## src/rtl/udcount_pkg.sv

```systemverilog
// Shared constants and the load clamp helper for the udcount_lim counter family.
package udcount_pkg;

  localparam logic DIR_UP    = 1'b0;
  localparam logic DIR_DOWN  = 1'b1;

  localparam logic MODE_WRAP = 1'b0;
  localparam logic MODE_SAT  = 1'b1;

  localparam int CLAMP_W = 32;

  // Lower bound is applied before the upper bound, so inverted limits yield hi.
  function automatic logic [CLAMP_W-1:0] clamp(input logic [CLAMP_W-1:0] value,
                                               input logic [CLAMP_W-1:0] lo,
                                               input logic [CLAMP_W-1:0] hi);
    logic [CLAMP_W-1:0] t;
    t = (value < lo) ? lo : value;
    t = (t > hi) ? hi : t;
    return t;
  endfunction

endpackage

```

## src/rtl/udcount_prescaler.sv

```systemverilog
// Enabled-cycle divider: tick every presc+1 enabled cycles, restartable.
module udcount_prescaler
  import udcount_pkg::*;
#(
  parameter int PRE_W = 8
) (
  input  logic             clk,
  input  logic             rstn,
  input  logic             en,
  input  logic             restart,
  input  logic [PRE_W-1:0] presc,
  output logic             tick
);

  logic [PRE_W-1:0] cnt;

  assign tick = en & ~restart & (cnt == presc);

  // A cnt above a freshly lowered presc falls back to 0 without ticking.
  always_ff @(posedge clk) begin
    if (!rstn) begin
      cnt <= '0;
    end else if (restart) begin
      cnt <= '0;
    end else if (en) begin
      if (cnt >= presc) begin
        cnt <= '0;
      end else begin
        cnt <= cnt + PRE_W'(1);
      end
    end
  end

endmodule

```

## src/rtl/udcount_lim.sv

```systemverilog
// Up/down counter with programmable limits, wrap/saturate mode, clamped load,
// sticky over/underflow flags and a built-in prescaler.
module udcount_lim
  import udcount_pkg::*;
#(
  parameter int WIDTH = 4,
  parameter int PRE_W = 8
) (
  input  logic             clk,
  input  logic             rstn,
  input  logic             en,
  input  logic             clr,
  input  logic             load_en,
  input  logic [WIDTH-1:0] load,
  input  logic             down,
  input  logic             sat_mode,
  input  logic [WIDTH-1:0] min_val,
  input  logic [WIDTH-1:0] max_val,
  input  logic [PRE_W-1:0] presc,
  input  logic             flag_clr,
  output logic [WIDTH-1:0] count,
  output logic             at_max,
  output logic             at_min,
  output logic             wrap,
  output logic             ovf,
  output logic             unf,
  output logic             load_err,
  output logic             cfg_err
);

  logic             tick;
  logic             step;
  logic [WIDTH-1:0] load_val;
  logic [WIDTH-1:0] count_nxt;
  logic             wrap_nxt;
  logic             load_err_nxt;
  logic             ovf_hit;
  logic             unf_hit;

  udcount_prescaler #(.PRE_W(PRE_W)) u_presc (
    .clk     (clk),
    .rstn    (rstn),
    .en      (en),
    .restart (clr | load_en),
    .presc   (presc),
    .tick    (tick)
  );

  assign cfg_err  = (min_val > max_val);
  assign at_max   = (count == max_val);
  assign at_min   = (count == min_val);
  assign step     = en & tick & ~cfg_err;
  assign load_val = WIDTH'(clamp(CLAMP_W'(load), CLAMP_W'(min_val), CLAMP_W'(max_val)));

  always_comb begin
    count_nxt    = count;
    wrap_nxt     = 1'b0;
    load_err_nxt = 1'b0;
    ovf_hit      = 1'b0;
    unf_hit      = 1'b0;
    if (clr) begin
      count_nxt = min_val;
    end else if (load_en) begin
      count_nxt    = load_val;
      load_err_nxt = (load_val != load);
    end else if (step) begin
      // Limits moved under the count: pull it back in, no flags.
      if (count > max_val) begin
        count_nxt = max_val;
      end else if (count < min_val) begin
        count_nxt = min_val;
      end else if (down == DIR_UP) begin
        if (!at_max) begin
          count_nxt = count + WIDTH'(1);
        end else begin
          ovf_hit = 1'b1;
          if (sat_mode == MODE_WRAP) begin
            count_nxt = min_val;
            wrap_nxt  = 1'b1;
          end
        end
      end else begin
        if (!at_min) begin
          count_nxt = count - WIDTH'(1);
        end else begin
          unf_hit = 1'b1;
          if (sat_mode == MODE_WRAP) begin
            count_nxt = max_val;
            wrap_nxt  = 1'b1;
          end
        end
      end
    end
  end

  // A new hit outranks flag_clr in the same cycle.
  always_ff @(posedge clk) begin
    if (!rstn) begin
      count    <= '0;
      wrap     <= 1'b0;
      load_err <= 1'b0;
      ovf      <= 1'b0;
      unf      <= 1'b0;
    end else begin
      count    <= count_nxt;
      wrap     <= wrap_nxt;
      load_err <= load_err_nxt;
      ovf      <= ovf_hit | (ovf & ~flag_clr);
      unf      <= unf_hit | (unf & ~flag_clr);
    end
  end

endmodule

```

## config.mk

```make
export PLATFORM = sky130hd
export DESIGN_NAME = udcount_lim
export DESIGN_NICKNAME = d
export VERILOG_FILES = /design/src/rtl/udcount_pkg.sv /design/src/rtl/udcount_prescaler.sv /design/src/rtl/udcount_lim.sv
export SDC_FILE = /design/constraint.sdc
export NUM_CORES = 1
export LEC_CHECK = 0
export CAP_MARGIN = 20
export CORE_ASPECT_RATIO = 0.75
export CORE_MARGIN = 8
export CORE_UTILIZATION = 55
export CTS_CLUSTER_SIZE = 10
export DETAILED_ROUTE_END_ITERATION = 8
export PLACE_DENSITY_LB_ADDON = 0.2
export SYNTH_ARGS = -nofsm -noshare
export SYNTH_HDL_FRONTEND = slang
export SYNTH_SLANG_ARGS = --single-unit
```

## constraint.sdc

```tcl
create_clock -name clk -period 6.8 [get_ports clk]
set_input_delay 2.04 -clock clk [delete_from_list [all_inputs] [get_ports clk]]
set_output_delay 2.04 -clock clk [all_outputs]
set_load 0.005 [all_outputs]
```

**After elaboration in Yosys (flattened, before gate mapping)**

Index checks and enable logic that the tools add are counted.

- Bits in registers: 16
- Input port bits: 28
- Output and inout port bits: 11
- Word-level logic and storage cells: 72

- $add $sub $neg: 3
- $lt $le $gt $ge: 6
- Equal/unequal tests: 6
- Mux-type cells: 31
- Bitwise operators: 15
- Reduce and logical (&&, ||, !) cells: 5

Operators by type and width:

| cell | count |
|---|---|
| $mux W4 | 12 |
| $mux W1 | 18 |
| $ne A7 B5 Y1 const B | 2 |
| $gt A4 B4 Y1 | 3 |
| $add A8 B1 Y8 const B | 1 |
| $eq A4 B4 Y1 | 2 |
| $eq A8 B8 Y1 | 1 |
| $ge A8 B8 Y1 | 1 |
| $lt A4 B4 Y1 | 2 |
| $mux W8 | 1 |
| $and A1 B1 Y1 | 6 |
| $not A1 Y1 | 6 |
| $reduce_or A6 Y1 | 1 |
| $add A4 B1 Y4 const B | 1 |
| $ne A4 B4 Y1 | 1 |
| $sub A4 B1 Y4 const B | 1 |
| $or A1 B1 Y1 | 3 |
| $reduce_and A3 Y1 | 1 |
| $reduce_bool A3 Y1 | 1 |
| $reduce_or A3 Y1 | 1 |
| $reduce_or A2 Y1 | 1 |

**Logic depth before layout (Yosys ltp)**

Gate-level depths: netlist of the first run.

- Depth in word-level cells: 10
- Mapped depth: 14
- Mapped depth without buffers: 14

**By module**

From an unflattened synthesis of the first run, not the netlist that was laid out.

- Cells, all modules: 246
- Area total of the unflattened synthesis: 1886.8 um2

By module, submodules not included:

| module | instances | cells each | area each (um2) | sequential area each (um2) |
|---|---|---|---|---|
| udcount_lim | 1 | 172 | 1282.5 | 160.2 |
| udcount_prescaler | 1 | 74 | 604.3 | 160.2 |

**Least setup slack after synthesis of the first run**

OpenSTA, ideal clock, no wires.

- Path type: input -> output
- From: in max_val[1]
- To: out cfg_err
- Arrival: 2.930 ns
- Data required time: 4.760 ns
- Setup slack: 1.830 ns
- Stages: 5
- Buffers on the path: 0
- Path through: inv_1 > ha_1 > nor2b_1 > o211ai_1 > a21oi_1

- Cells in the longest elaborated chain, start to end: 1

Ends and longest elaborated chain:

| element | line | source |
|---|---|---|
| from (decl) | udcount_lim.sv:18 | `input logic [WIDTH-1:0] max_val,` |
| $gt A4 B4 Y1 | udcount_lim.sv:49 | `assign cfg_err = (min_val > max_val);` |
| to (decl) | udcount_lim.sv:28 | `output logic cfg_err` |

No other way between the ends.

**Worst setup path in the final report of the first run**

Same ends and word-level chain as after synthesis.

==> results_dict.tcl, run 1 <==
set metrics [dict create \
    finalPower_w 0.000327 \
    place_area_mm2 0.00234 \
    gp_congestion 0.901 \
    dieArea_mm2 0.00568 \
    yosys-mux-area-fraction_pct 1.10 \
    layout_min_cycle_time_ns 6.31 \
    tns_ns 0 \
    fin_crit_sh_pct 92.8 \
    ios 39 \
    setup_viol 0 \
    synth.most_common_cell "ha_1" \
    htreeDepth 1 \
    synth-xor-area-share_pct 4.54 \
    grt_overflow_total 0 \
    hold_buffers 0 \
    p_leak_nw 1.01 \
    dr_total_vias 1941 \
    hold_class "flop to flop" \
    max-vdd-ir-drop_mv 0.0982 \
    worst_pin_slew_ns 0.547 \
    met3_usage_pct 4.48 \
    gr-max-usage-layer "met2" \
    nNetsFinal 331 \
    final_layout_size_suffix_gt1_share_pct 5.56 \
    n_antenna_cell 0 \
    ys_types 59 \
    routed_via_density 6.26 \
    synth_commonest_cells "ha_1, inv_1, dfxtp_1" \
    place.port_buffers 38 \
    gr-usage-met1_pct 29.5 \
    grt_max_degree 16 \
    nFillCells 285 \
    area.growth.synth_to_final_pct 23.4 \
    fin_area_mm2 0.00238 \
    cts.repair.resized 0 \
    yosysTopAreaCell "ha_1" \
    core-area_mm2 0.00333 \
    antenna_found_initial 0 \
    dr.pass1.iters 6 \
    synth.top_cell.area_share_pct 20.1 \
    finalHoldViolCount 0 \
    ant_nets 0 \
    post-cts-setup-buffers 0 \
    syn_nets 292 \
    drt-total-wl_mm 5.38 \
    drt-wirelength-per-cell_um 17.4 \
    ys_seq_elements 16 \
    synthArstFlopShare_pct 0 \
    cts_max_path_buffers 2 \
    synth_cells 233 \
    die_w_um 84.4 \
    yosys-top-cells-area "ha_1, dfxtp_1, inv_1, nand4_1, a21oi_1" \
    drv_slew 0 \
    clock_sinks 16 \
    arrival_ns 4.27 \
    status "completed" \
    yosys.area_share.adder_pct 20.1 \
    row_count 18 \
    dpl.cell_count 307 \
    yosysWarnings 0 \
    cp-end-kind "primary output" \
    finClkSkew_ns 0.00346 \
    cp-start-kind "input port" \
    synth_ff_type "dfxtp_1" \
    die_y_um 67.3 \
    drc 0 \
    slew_headroom_pct 63.4 \
    synth-edff-count 0 \
    path_clk_slew_ns 0.06 \
    clk_latency_ns 0.25 \
    fin_util_pct 71.4 \
    syn_avg_cell_area_um2 8.28 \
    grt_pass1_wl_mm 9.54 \
    drt_iter0_markers 224 \
    root_buffer "clkbuf_8" \
    worst_ep_required_time_ns 4.76 \
    drv_cap 0 \
    dp_hpwl_mm 4.32 \
    synth_top_family_by_area "compound AO/OA/AOI/OAI gates" \
    syn_area_mm2 0.00193 \
    pwr_density_cell_mw_per_mm2 138 \
    grtUsageTotal_pct 20.3 \
    synth_compound_area_share_pct 30.8 \
    crit_type "input port to primary output" \
    final_cells 310 \
    regToRegSetupSlack_ns 4.30 \
    path_max_fanout 6 \
    yosysSeqAreaShare_pct 16.6 \
    grtUsageMet2_pct 29.8 \
    cts_made_buffers 3 \
    synth-simple-area-share_pct 21.0 \
    max_freq_ghz 0.158 \
    rsz0062_at_grt "false" \
    start_util_pct 57.8 \
    cts_tree "done" \
    grt_pass1_vias 1955 \
]
==> kinds of logic (layout without fill, tap and decap cells) <==
logic type	count (synthesis)	after routing
AOI/OAI and AO/OA	77	77
and+or+nand+nor	69	69
adders and majority gates	31	31
buffers and inverters	28	65
DFF	16	16
xor gates and xnor gates	10	10
muxes	2	2
==> report_power, final <==
part            total, W  switching, W  internal [W]
Clock          0.0000708     0.0000315     0.0000393
Combinational   0.000152     0.0000809     0.0000711
Sequential      0.000104    0.00000739     0.0000971
Total           0.000327      0.000120      0.000207
==> metal layers <==
layer,vias up,share of wire [%]
li1,972,-
met1,870,51
met2,95,40
met3,4,8.6
met4,0,0.50
met5,-,0
==> cell usage in the layout, fill, tap and decap left out, types with 7 or more instances in the layout <==
cell type	Yosys	routed
ha_1	31	31
clkdlybuf4s50_1	0	38
a211oi_1	7	7
dfxtp_1	16	16
nand3_1	7	7
nand4_1	9	9
inv_1	23	23
nor2_1	10	10
nand2b_1	7	7
a21oi_1	11	11
nand2_1	11	11
a31oi_1	7	7
==> sequential cells by signal, indices dropped and copies added, names as in the netlist <==
name	count
wrap	1
count	4
unf	1
ovf	1
load_err	1
u_presc.cnt	8
==> area by class of cell <==
type | instances | area [µm²] | area share [%]
tap | 40 | 50.0 | 2.10
clock buffer | 3 | 41.3 | 1.74
sequential | 16 | 320 | 13.5
multi-input combinational | 189 | 1490 | 62.8
timing repair buffer | 39 | 388 | 16.3
inverter | 23 | 86.3 | 3.63
==> worst max-delay path: stages <==
cell             delay, ns
clkdlybuf4s50_1       0.51
inv_1                 0.14
ha_1                  0.31
nor2b_1               0.12
o211ai_1              0.09
a21oi_1               0.45
clkdlybuf4s50_1       0.61
==> metrics by stage <==
| step | hold WS, ns | worst slack, ns |
|---|---|---|
| 2_1_floorplan | 0.460 | 1.83 |
| 3_5_place_dp | 0.466 | 0.505 |
| 4_1_cts | 0.479 | 0.507 |
| 6_report | 0.473 | 0.488 |
| 5_1_grt | 0.514 | 0.354 |
| 3_3_place_gp | 0.460 | 0.577 |
==> path summary, 6_finish.rpt <==
path,to,from,cells after the start
max,cfg_err,max_val[1],7
min,unf$_SDFF_PN0_,unf$_SDFF_PN0_,2
max reg2reg,count[3]$_SDFFE_PN0P_,count[2]$_SDFFE_PN0P_,7
min reg2reg,unf$_SDFF_PN0_,unf$_SDFF_PN0_,2
Note: power is estimated with default switching activity, not from simulation.
==> inputs of run 2 (changes only) <==
--- a/config.mk
+++ b/config.mk
@@ -9,6 +9,7 @@
 export CORE_ASPECT_RATIO = 0.75
 export CORE_MARGIN = 8
 export CORE_UTILIZATION = 55
+export CTS_BUF_LIST = sky130_fd_sc_hd__clkbuf_8
 export CTS_CLUSTER_SIZE = 10
 export DETAILED_ROUTE_END_ITERATION = 8
 export PLACE_DENSITY_LB_ADDON = 0.2
==> results of run 2 <==
Same layout as run 1: the final DEF is identical, and so are final timing and power.
==> inputs of run 3 (changes only) <==
--- a/config.mk
+++ b/config.mk
@@ -15,4 +15,5 @@
 export PLACE_DENSITY_LB_ADDON = 0.2
 export SYNTH_ARGS = -nofsm -noshare
 export SYNTH_HDL_FRONTEND = slang
+export SYNTH_HIERARCHICAL = 1
 export SYNTH_SLANG_ARGS = --single-unit
==> results_dict.tcl, run 3 <==
set metrics [dict create \
    synth_cells 246 \
    tns_ns 0 \
    dieArea_mm2 0.00558 \
    core-area_mm2 0.00329 \
    syn_avg_cell_area_um2 7.67 \
    antenna_found_initial 0 \
    dr_total_vias 2043 \
    worst_pin_slew_ns 0.457 \
    fin_crit_sh_pct 89.4 \
    grt_overflow_total 0 \
    n_antenna_cell 0 \
    final_cells 327 \
    p_clk_share_pct 25.8 \
    hold_buffers 0 \
    yosysWarnings 6 \
    slew_headroom_pct 69.5 \
    path_max_fanout 5 \
    die_w_um 83.6 \
    arrival_ns 4.04 \
    nNetsFinal 347 \
    synth-edff-count 0 \
    reg2reg_depth 7 \
    cp-end-kind "primary output" \
    final_cell_mix "clkdlybuf4s50_1, ha_1, nand2_1" \
    grt_max_degree 11 \
    cts_max_path_buffers 2 \
    grtUsageTotal_pct 18.7 \
    ant_nets 0 \
    final_layout_size_suffix_gt1_share_pct 3.83 \
    dr.pass1.iters 5 \
    syn_area_mm2 0.00189 \
    slowest_stage "clkdlybuf4s50_1" \
    layout_min_cycle_time_ns 6.08 \
    power_frac_comb_pct 43.4 \
    cp_cell_sequence "clkdlybuf4s50_1 -> inv_1 -> ha_1 -> nand4_1 -> o21ai_0 -> a21oi_1 -> clkdlybuf4s50_1" \
    drt-total-wl_mm 5.41 \
    regMostFlops "u_presc/cnt" \
    dpl.cell_count 323 \
    clock_sinks 16 \
    dp_hpwl_mm 4.41 \
    final_common_cell "clkdlybuf4s50_1" \
    routed_via_density 6.25 \
    place.port_buffers 38 \
    place_area_mm2 0.00231 \
    post-cts-setup-buffers 0 \
    reg.largest.list "u_presc/cnt x8, count x4" \
    drc 0 \
    cts_tree "done" \
    synth_ff_type "dfxtp_1" \
    synthArstFlopShare_pct 0 \
    switching_share_pct 35.7 \
    area.growth.synth_to_final_pct 25.3 \
    max-vdd-ir-drop_mv 0.138 \
    yosysSeqAreaShare_pct 17.0 \
    hold_class "flop to flop" \
    syn_nets 305 \
    fin_area_mm2 0.00236 \
    ys_types 52 \
    p_switching_w 0.000120 \
    critical_path.max_stage_delay_ns 0.58 \
    drt_iter0_markers 247 \
    finalHoldViolCount 0 \
    largest_reg_flops 8 \
    nFillCells 290 \
    seq_power_share_pct 30.9 \
    max_freq_ghz 0.165 \
    root_buffer "clkbuf_8" \
    finClkSkew_ns 0.00500 \
    crit_top_cell "clkdlybuf4s50_1" \
    finalPower_w 0.000336 \
    crit_type "input port to primary output" \
    path_clk_slew_ns 0.06 \
    cts.repair.resized 0 \
    cp-start-kind "input port" \
    status "completed" \
    pwr_density_cell_mw_per_mm2 142 \
    p_leak_nw 0.984 \
    drt-wirelength-per-cell_um 16.5 \
    rsz0062_at_grt "false" \
    htreeDepth 1 \
    gp_congestion 0.974 \
    grt_pass1_wl_mm 8.78 \
    clk_latency_ns 0.26 \
    grt_pass1_vias 1790 \
    die_y_um 66.7 \
    setup_viol 0 \
    min_path_cells 2 \
    yosysTopAreaCell "ha_1" \
    cts_made_buffers 3 \
    ys_seq_elements 16 \
    internal_power_w 0.000216 \
    yosys-top-cells-area "ha_1, dfxtp_1, nand2_1, inv_1, nor2_1" \
    row_count 18 \
    worst_ep_required_time_ns 4.76 \
    start_util_pct 57.4 \
    synth.most_common_cell "ha_1" \
    drv_cap 0 \
    drv_slew 0 \
    synth.top_cell.area_share_pct 20.6 \
    ios 39 \
    synth_commonest_cells "ha_1, nand2_1, inv_1" \
]
-- run 3: per-layer routing --
| layer | track usage (%) | wire length (µm) |
|---|---|---|
| met5 | 0 | 0 |
| met2 | 26.9 | 2150 |
| met4 | 1.29 | 25 |
| met1 | 28.4 | 2720 |
| met3 | 4.02 | 515 |
-- run 3: path summary, 6_finish.rpt --
check,to,start,slack (ns)
worst max-delay path,cfg_err,min_val[0],0.72
worst min-delay path,ovf$_SDFF_PN0_,ovf$_SDFF_PN0_,0.49
worst max register to register,count[0]$_SDFFE_PN0P_,count[1]$_SDFFE_PN0P_,4.21
worst min register to register,ovf$_SDFF_PN0_,ovf$_SDFF_PN0_,0.49
-- run 3: critical path: cells and delay by family --
| kind | cells | cell delay (ns) |
|---|---|---|
| adders and majority gates | 1 | 0.31 |
| and+or+nand+nor | 1 | 0.08 |
| AOI/OAI and AO/OA | 2 | 0.34 |
| buffers and inverters | 3 | 1.27 |
-- run 3: logic make-up (layout without fill, tap and decap cells) --
group	Yosys count	after routing	share of synthesized area, %
xor+xnor	7	7	3.25
fa+ha+maj	31	31	20.6
buf+inv	27	68	5.84
mux	3	3	1.59
flops	16	16	17.0
simple gates	93	93	24.8
compound gates	69	69	27.0
-- run 3: metrics by stage --
step	setup WS, ns	hold slack (ns)	util [%]
after floorplan	1.97	0.470	-
after global placement	0.798	0.475	70.2
after detailed placement	0.713	0.476	70.2
after CTS	0.705	0.495	71.9
after global routing	0.588	0.512	71.9
final	0.721	0.493	71.9
-- run 3: final cells by class --
type | count | area, µm² | area share [%]
Clock buffer | 4 | 55.1 | 2.33
Inverter | 25 | 93.8 | 3.97
Multi-Input combinational cell | 203 | 1460 | 61.6
Sequential cell | 16 | 320 | 13.6
Tap cell | 40 | 50.0 | 2.12
Timing Repair Buffer | 39 | 388 | 16.4
-- run 3: power groups by stage --
stage | clock [W] | sequential (W) | combinational [W]
finish | 0.0000868 | 0.000104 | 0.000146
global route | 0.0000908 | 0.000104 | 0.000161
CTS | 0.0000854 | 0.000104 | 0.000144
detailed placement | 0 | 0.000106 | 0.000143
global placement | 0 | 0.000106 | 0.000142
floorplan | 0 | 0.000104 | 0.0000895
